===== src/rtl/cmd_uart_rx.sv =====
// cmd_uart_rx: 8N1 UART receiver that pairs framed bytes into 12-bit commands
// and strobes them onto the command bus.
module cmd_uart_rx #(
   parameter int CLK_HZ       = 50_000_000,
   parameter int BAUD         = 115_200,
   parameter int CLKS_PER_BIT = CLK_HZ / BAUD
) (
   input  logic        clk,
   input  logic        rst_n,
   input  logic        rx,
   output logic        new_cmd,
   output logic [11:0] cmd_buf,
   output logic        frame_err,
   output logic        sync_err
);
   localparam int CW = $clog2(CLKS_PER_BIT + 1);
   localparam logic [CW-1:0] FULL_M1 = CW'(CLKS_PER_BIT - 1);
   localparam logic [CW-1:0] HALF_M1 = CW'(CLKS_PER_BIT / 2 - 1);

   typedef enum logic [2:0] {S_IDLE, S_START, S_DATA, S_STOP, S_BREAK} bit_state_e;
   typedef enum logic {A_WAIT_HI, A_WAIT_LO} asm_state_e;

   logic          rx_meta_q, rx_sync_q, rx_prev_q;
   bit_state_e    state_q, state_d;
   logic [CW-1:0] cnt_q, cnt_d;
   logic [2:0]    bit_q, bit_d;
   logic [7:0]    sh_q, sh_d;
   logic          tick, byte_ok, stop_bad;
   logic          vld_q;
   asm_state_e    asm_q, asm_d;
   logic [5:0]    hi_q, hi_d;
   logic [11:0]   cmd_q, cmd_d;
   logic          new_q, new_d, ferr_q, serr_q, serr_d;

   always_ff @(posedge clk) begin
      if (!rst_n) begin
         rx_meta_q <= 1'b1;
         rx_sync_q <= 1'b1;
         rx_prev_q <= 1'b1;
         state_q   <= S_IDLE;
         cnt_q     <= '0;
         bit_q     <= '0;
         sh_q      <= '0;
      end else begin
         rx_meta_q <= rx;
         rx_sync_q <= rx_meta_q;
         rx_prev_q <= rx_sync_q;
         state_q   <= state_d;
         cnt_q     <= cnt_d;
         bit_q     <= bit_d;
         sh_q      <= sh_d;
      end
   end

   // START times a half bit so later samples land mid-cell
   assign tick = cnt_q == ((state_q == S_START) ? HALF_M1 : FULL_M1);

   always_comb begin
      state_d = state_q;
      cnt_d   = tick ? '0 : cnt_q + 1'b1;
      bit_d   = bit_q;
      sh_d    = sh_q;
      case (state_q)
         S_IDLE: begin
            cnt_d = '0;
            bit_d = '0;
            if (rx_prev_q && !rx_sync_q) state_d = S_START;
         end
         S_START: if (tick) state_d = rx_sync_q ? S_IDLE : S_DATA;
         S_DATA: if (tick) begin
            sh_d  = {rx_sync_q, sh_q[7:1]};
            bit_d = bit_q + 3'd1;
            if (bit_q == 3'd7) state_d = S_STOP;
         end
         S_STOP: if (tick) state_d = rx_sync_q ? S_IDLE : S_BREAK;
         S_BREAK: begin
            cnt_d = '0;
            if (rx_sync_q) state_d = S_IDLE;
         end
         default: state_d = S_IDLE;
      endcase
   end

   always_comb begin
      byte_ok  = (state_q == S_STOP) && tick && rx_sync_q;
      stop_bad = (state_q == S_STOP) && tick && !rx_sync_q;
   end

   always_ff @(posedge clk) begin
      if (!rst_n) begin
         vld_q  <= 1'b0;
         asm_q  <= A_WAIT_HI;
         hi_q   <= '0;
         cmd_q  <= '0;
         new_q  <= 1'b0;
         ferr_q <= 1'b0;
         serr_q <= 1'b0;
      end else begin
         vld_q  <= byte_ok;
         asm_q  <= asm_d;
         hi_q   <= hi_d;
         cmd_q  <= cmd_d;
         new_q  <= new_d;
         ferr_q <= stop_bad;
         serr_q <= serr_d;
      end
   end

   // sh_q stays stable until the next frame's data bits, so it is the byte under test
   always_comb begin
      asm_d  = asm_q;
      hi_d   = hi_q;
      cmd_d  = cmd_q;
      new_d  = 1'b0;
      serr_d = 1'b0;
      if (stop_bad) asm_d = A_WAIT_HI;
      else if (vld_q) begin
         if (asm_q == A_WAIT_HI) begin
            serr_d = !(sh_q[7] && !sh_q[6]);
            if (sh_q[7] && !sh_q[6]) begin
               hi_d  = sh_q[5:0];
               asm_d = A_WAIT_LO;
            end
         end else if (sh_q[6]) begin
            serr_d = 1'b1;
            asm_d  = A_WAIT_HI;
         end else if (sh_q[7]) begin
            serr_d = 1'b1;
            hi_d   = sh_q[5:0];
         end else begin
            cmd_d = {hi_q, sh_q[5:0]};
            new_d = 1'b1;
            asm_d = A_WAIT_HI;
         end
      end
   end

   assign new_cmd   = new_q;
   assign cmd_buf   = cmd_q;
   assign frame_err = ferr_q;
   assign sync_err  = serr_q;
endmodule


===== config.mk =====
export PLATFORM = sky130hd
export DESIGN_NAME = cmd_uart_rx
export DESIGN_NICKNAME = d
export VERILOG_FILES = /design/src/rtl/cmd_uart_rx.sv
export SDC_FILE = /design/constraint.sdc
export NUM_CORES = 1
export LEC_CHECK = 0
export CORE_ASPECT_RATIO = 1.4
export CORE_MARGIN = 2
export CORE_UTILIZATION = 45
export DETAILED_ROUTE_END_ITERATION = 10
export GPL_TIMING_DRIVEN = 0
export MAX_ROUTING_LAYER = met4
export PLACE_DENSITY = 0.66
export SYNTH_ARGS = -nofsm -noshare
export SYNTH_HDL_FRONTEND = slang
export SYNTH_SLANG_ARGS = --single-unit

===== constraint.sdc =====
create_clock -name clk -period 2.7 [get_ports clk]
set_input_delay 0.54 -clock clk [delete_from_list [all_inputs] [get_ports clk]]
set_output_delay 0.54 -clock clk [all_outputs]
set_load 0.005 [all_outputs]

==> results.md <==
- Fin crit period: 1.83 ns
- FP Rows: 30
- Root Driver: clkbuf_8
- Post-DP HPWL: 3.10 mm
- H-tree lvl count: 2
- Largest area contributor in the netlist: dfxtp_1
- CTS Buffer Depth: 2
- Total Die Area: 5430 um^2
- First-pass GRT wire length: 7.67 mm
- GRT Residual Overflow: 0
- Sink Count: 49
- Mapped Cells: 229
- Peak VDD IR: 0.266 mV
- WP data arrival: 2.05 ns
- Setup_tns: 0 ns
- Power share of the combinational group: 0.030
- DIE HEIGHT: 86.4 um
- YS warnings: 0
- Vias in the first global route: 1637
- Final count of hold timing violations: 0
- TritonCTS clock tree: done
- Placer Congestion: 0.815
- Register Area: 981 um^2
- Port Buffer Count: 17
- Via Count: 1687
- Seq/Total Area, Yosys: 0.450
- Initial antenna violation count: 0
- Startpoint types: input port
- Placed inst area: 2430 um^2
- Sw frac: 0.205
- Worst-case clock skew: 0.00573 ns
- Core area: 4770 um^2
- Avg Vias per Cell: 5.32
- Layout cell share with drive strength beyond 1: 0.0830
- Clock power frac: 0.360
- Primary FF master, synth: dfxtp_1
- Pint: 0.000948 W
- Relative slew slack: 0.668
- Leakage: 0.890 nW
- Multi-input gate area: 1080 um^2
- Number of gates resized after cts: 0
- Synth top cells by count: 49 x dfxtp_1, 25 x nand3_1, 25 x o21ai_0, 15 x nor2_1, 11 x nor2b_1
- CP endpoint kind: register
- F_max: 548 MHz
- Power Density: 474 nW/um^2
- Mapped Area: 2180 um^2
- Hold/Removal Path Class: register to register
- CTS Hold Buffers Added: 0
- Fin crit share: 0.676
- WS Path Type: input port to register
- P_sw: 0.000245 W
- Final Power: 0.00119 W
- Global-route usage over all layers: 0.185
- Initial core utilization: 0.458
- Synth Area per Inst: 9.53 um^2
- Synth Register Bits: 49
- Status: finished clean
- Worst-Margin Slew: 0.494 ns
- CP required: 2.92 ns
- Diodes inserted: 0
- Layout Nets: 259
- Syn_nets: 235
- Share of synthesized registers carrying an async set or reset: 0
- Area contributors post-synth: dfxtp_1 45%, nand3_1 5.7%, o21ai_0 5.7%
- Cell with the most instances after synthesis: dfxtp_1
- Reg clk slew, reported paths: 0.08 ns
- DRC: 0
- Routed length per placed instance: 13.5 um
- Flop-to-flop setup slack: 1.03 ns
- Max-Cap Viols: 0
- Pin count of the biggest net entering global routing: 14
- TritonCTS Buffers: 5
- Clk_lat worst skew: 0.30 ns
- DRT antenna net count: 0
- Post-route core utilization: 0.528
- Post-synth top area share: 0.450
- Final setup fails: 0
- Worst-path maximum fanout: 10
- Fill cell count: 480
- Final Slew Violations: 0
- Cell variety after synth: 44
- Final Cell Area: 2520 um^2
- DRT iter0 DRCs: 94
- DR pass1 iterations: 4
- Sequential share of power: 0.610
- Post-CTS Setup Bufs: 0
- IO Pins: 18
- Area growth from synthesis to layout: 15.4%
- Die width: 62.9 um
- RSZ-0062 raised after global routing: false
- Number of synthesized flops with an enable pin: 0
- DRT Wirelength: 4.27 mm
## area by class of cell
| type | count | area share |
|---|---|---|
| Multi-Input combinational cell | 164 | 0.429 |
| Sequential cell | 49 | 0.389 |
| Timing Repair Buffer | 17 | 0.0676 |
| Buffer | 14 | 0.0452 |
| Clock buffer | 7 | 0.0343 |
| Tap cell | 64 | 0.0318 |
| Inverter | 2 | 0.00298 |
## critical path, cell delays in order
cell and delay, ns:
clkdlybuf4s50_1 0.56, clkbuf_1 0.36, clkbuf_1 0.36, a21boi_0 0.22
## stage by stage
step / cells / setup WS (ns) / hold slack (ns)
global route: 317 / 0.731 / 0.459
finish: 317 / 0.874 / 0.414
detailed placement: 310 / 0.516 / 0.395
global placement: 310 / 0.550 / 0.391
floorplan: 229 / 1.19 / 0.386
CTS: 317 / 0.832 / 0.420
## final timing paths
kind,startpoint,to,cells after the start
worst max-delay path,rst_n,cmd_buf[5],4
worst max register to register,cnt_q[0],hi_q[5],5
worst min register to register,rx_meta_q,rx_sync_q,1
worst min-delay path,rx_meta_q,rx_sync_q,1
## power by group through the flow
stage	logic, W	registers [W]	clock network, W
after floorplan	0.0000264	0.000744	0
after global placement	0.0000364	0.000745	0
after detailed placement	0.0000367	0.000745	0
after CTS	0.0000368	0.000728	0.000454
after global routing	0.0000397	0.000729	0.000471
final	0.0000361	0.000728	0.000429
## cells in the final DEF, fill, tap and decap left out, drive strengths merged, types with 2 or more instances in the layout
cell           Yosys  routed
inv                2       2
a211oi             2       2
dfxtp             49      49
buf                7       7
o21ai             25      25
and3               4       4
nand2             10      10
clkbuf             6      13
a21boi            18      18
nand3b             3       3
nor2              15      15
and4bb             2       2
a21oi              2       2
nor2b             11      11
ha                 3       3
mux2i              8       8
nand3             26      26
xnor2              7       7
nor3               4       4
clkdlybuf4s50      0      17
nand2b             5       5
nand4              3       3
## routing by layer
metal | global-route usage | vias up | share of wire
li1 | - | 858 | -
met1 | 0.197 | 790 | 0.41
met2 | 0.322 | 26 | 0.53
met3 | 0.0416 | 13 | 0.025
met4 | 0.0929 | 0 | 0.030
met5 | - | - | 0
## registers in the layout, summed over array words and instances, names as in the netlist
register and flops:
rx_meta_q 1, bit_q 3, vld_q 1, rx_prev_q 1, rx_sync_q 1, sh_q 8
frame_err 1, new_cmd 1, cnt_q 9, asm_q 1, hi_q 6, sync_err 1
state_q 3, cmd_buf 12
## cells by family (layout without fill, tap and decap cells)
kind of cell | count (synthesis) | after routing | share of synthesized area
AND/OR/NAND/NOR | 94 | 94 | 0.262
AO/OA/AOI/OAI | 51 | 51 | 0.147
flip-flops | 49 | 49 | 0.450
buffers and inverters | 16 | 40 | 0.0556
XOR/XNOR | 8 | 8 | 0.0321
multiplexers | 8 | 8 | 0.0367
adder cells (fa/ha/maj) | 3 | 3 | 0.0172
Power figures use the tool's default switching activity.
==> RTL change (same settings) <==
Add an input register stage for `rx`; this delays it by one clock.
--- a/src/rtl/cmd_uart_rx.sv
+++ b/src/rtl/cmd_uart_rx.sv
@@ -19,6 +19,12 @@
 
    typedef enum logic [2:0] {S_IDLE, S_START, S_DATA, S_STOP, S_BREAK} bit_state_e;
    typedef enum logic {A_WAIT_HI, A_WAIT_LO} asm_state_e;
+
+   logic rx_q;
+
+   always_ff @(posedge clk) begin
+      rx_q <= rx;
+   end
 
    logic          rx_meta_q, rx_sync_q, rx_prev_q;
    bit_state_e    state_q, state_d;
@@ -42,7 +48,7 @@
          bit_q     <= '0;
          sh_q      <= '0;
       end else begin
-         rx_meta_q <= rx;
+         rx_meta_q <= rx_q;
          rx_sync_q <= rx_meta_q;
          rx_prev_q <= rx_sync_q;
          state_q   <= state_d;
Formal check against the unedited RTL: same outputs for any inputs over 10 cycles, from zero or initial values and one cycle with rst_n low; that may be too few to reach the edited logic, so the function may still have changed.
==> RTL change against the original RTL <==
Utilization is 0.52 points higher; setup slack worse by 0.047 ns; sequential cell count is 1 higher; final area is 0.99% higher; total power is 2.6% higher; wire length is 1.2% lower; synthesized area is 0.92% higher; largest cell class unchanged.
==> RTL change: results <==
group,metric,value,unit
power_and_ir_drop,p_sw,0.0002568,W
global_routing,grt_usage,17.32,%
status,outcome,"completed",
power_and_ir_drop,irDropWorstVdd,334.4,uV
hold_path,holdPathStages,1,
placement,hpwlAfterDp,3056,um
detailed_routing,wl_met2,2258,um
setup_path,slowest_stage,"clkdlybuf4s50_1",
timing,relSlewSlack,68.39,%
setup_path,worstSetupEndpoint,"cmd_buf[1]$_SDFFE_PN0P_",
yosys,seq_area_frac_synth,45.45,%
yosys,muxShareOfSynthArea,3.636,%
placement,io_buffers,17,
detailed_routing,finalWirelength,4219,um
setup_path,cp.arrival,2.10,ns
global_routing,grt_pass1_wl,7251,um
clock_tree,cts_setup_buffers,0,
power_and_ir_drop,leakage,0.9022,nW
global_routing,antenna_found_initial,0,
yosys,synth_nets,236,
global_routing,grt_use_met3,3.117,%
yosys,ys_types,44,
detailed_routing,drtIter0Drc,58,
setup_path,path_delay_family,"buffers and inverters",
global_routing,grt_pass1_vias,1522,
setup_path,critPathMaxStageDelay,0.55,ns
clock_tree,clk_path_buf_depth,2,
setup_path,timing.rr.end,"hi_q[5]$_SDFFE_PN0P_",
detailed_routing,wl_met1,1783,um
clock_tree,insertion_delay,0.30,ns
finish,nets,260,
setup_path,crit_start,"rst_n",
yosys,synth_area_leaders,"dfxtp_1, nand3_1, o21ai_0",
power_and_ir_drop,p_per_area,481.2,nW/um^2
global_routing,grt_use_met2,31.62,%
setup_path,path_max_fanout,10,
detailed_routing,viasPerCell,5.154,
clock_tree,clkTransAtPathRegs,0.09,ns
detailed_routing,firstDrtPassIters,4,
detailed_routing,dr_wl_met3,116,um
yosys,ys.flop_type,"dfxtp_1",
hold_path,hold_path_end,"rx_sync_q$_SDFF_PN1_",
finish,largest_reg_flops,12,
finish,drive_above_1_share,8.627,%
clock_tree,ctsResizeCount,0,
yosys,synth_xor_area_share,3.182,%
yosys,synth_top_cells_by_count,"dfxtp_1, nand3_1, o21ai_0",
power_and_ir_drop,seq_power_share,60.7,%
timing,drv_slew,0,
yosys,synthAdderAreaFrac,1.705,%
yosys,synth_compound_area_share,14.55,%
setup_path,reg2reg_from,"cnt_q[0]$_SDFF_PP0_",
clock_tree,cts_buffers,5,
finish,fillers,466,
global_routing,grt_max_degree,15,
detailed_routing,highest_layer,"met4",
timing,skew,0.004253,ns
global_routing,met1_usage,18.74,%
placement,routabilityCongestion,0.8056,
RTL change: per-stage QoR:
step           area [um^2]  hold slack [ns]  setup slack [ns]  cells
2_1_floorplan         2202           0.3863             1.194    230
3_3_place_gp          2452           0.3897            0.5390    311
3_5_place_dp          2452           0.3922            0.5163    311
4_1_cts               2544           0.4141            0.8347    319
5_1_grt               2544           0.4211            0.7115    319
6_report              2544           0.4114            0.8273    319
RTL change: area by class of cell:
cell class | count | area, um^2 | share of cell area, %
Timing Repair Buffer | 17 | 170.2 | 6.690
Sequential cell | 50 | 1001 | 39.35
Multi-Input combinational cell | 164 | 1080 | 42.45
Clock inverter | 1 | 5.005 | 0.1968
Buffer | 14 | 113.9 | 4.476
Clock buffer | 7 | 86.33 | 3.394
Tap cell | 64 | 80.08 | 3.148
Inverter | 2 | 7.507 | 0.2951
RTL change: cell families (layout without fill, tap and decap cells):
logic type	Yosys count	in the layout
fa+ha+maj	3	3
simple gates	94	94
xor+xnor	8	8
buf+inv	16	41
mux	8	8
flops	50	50
compound gates	51	51
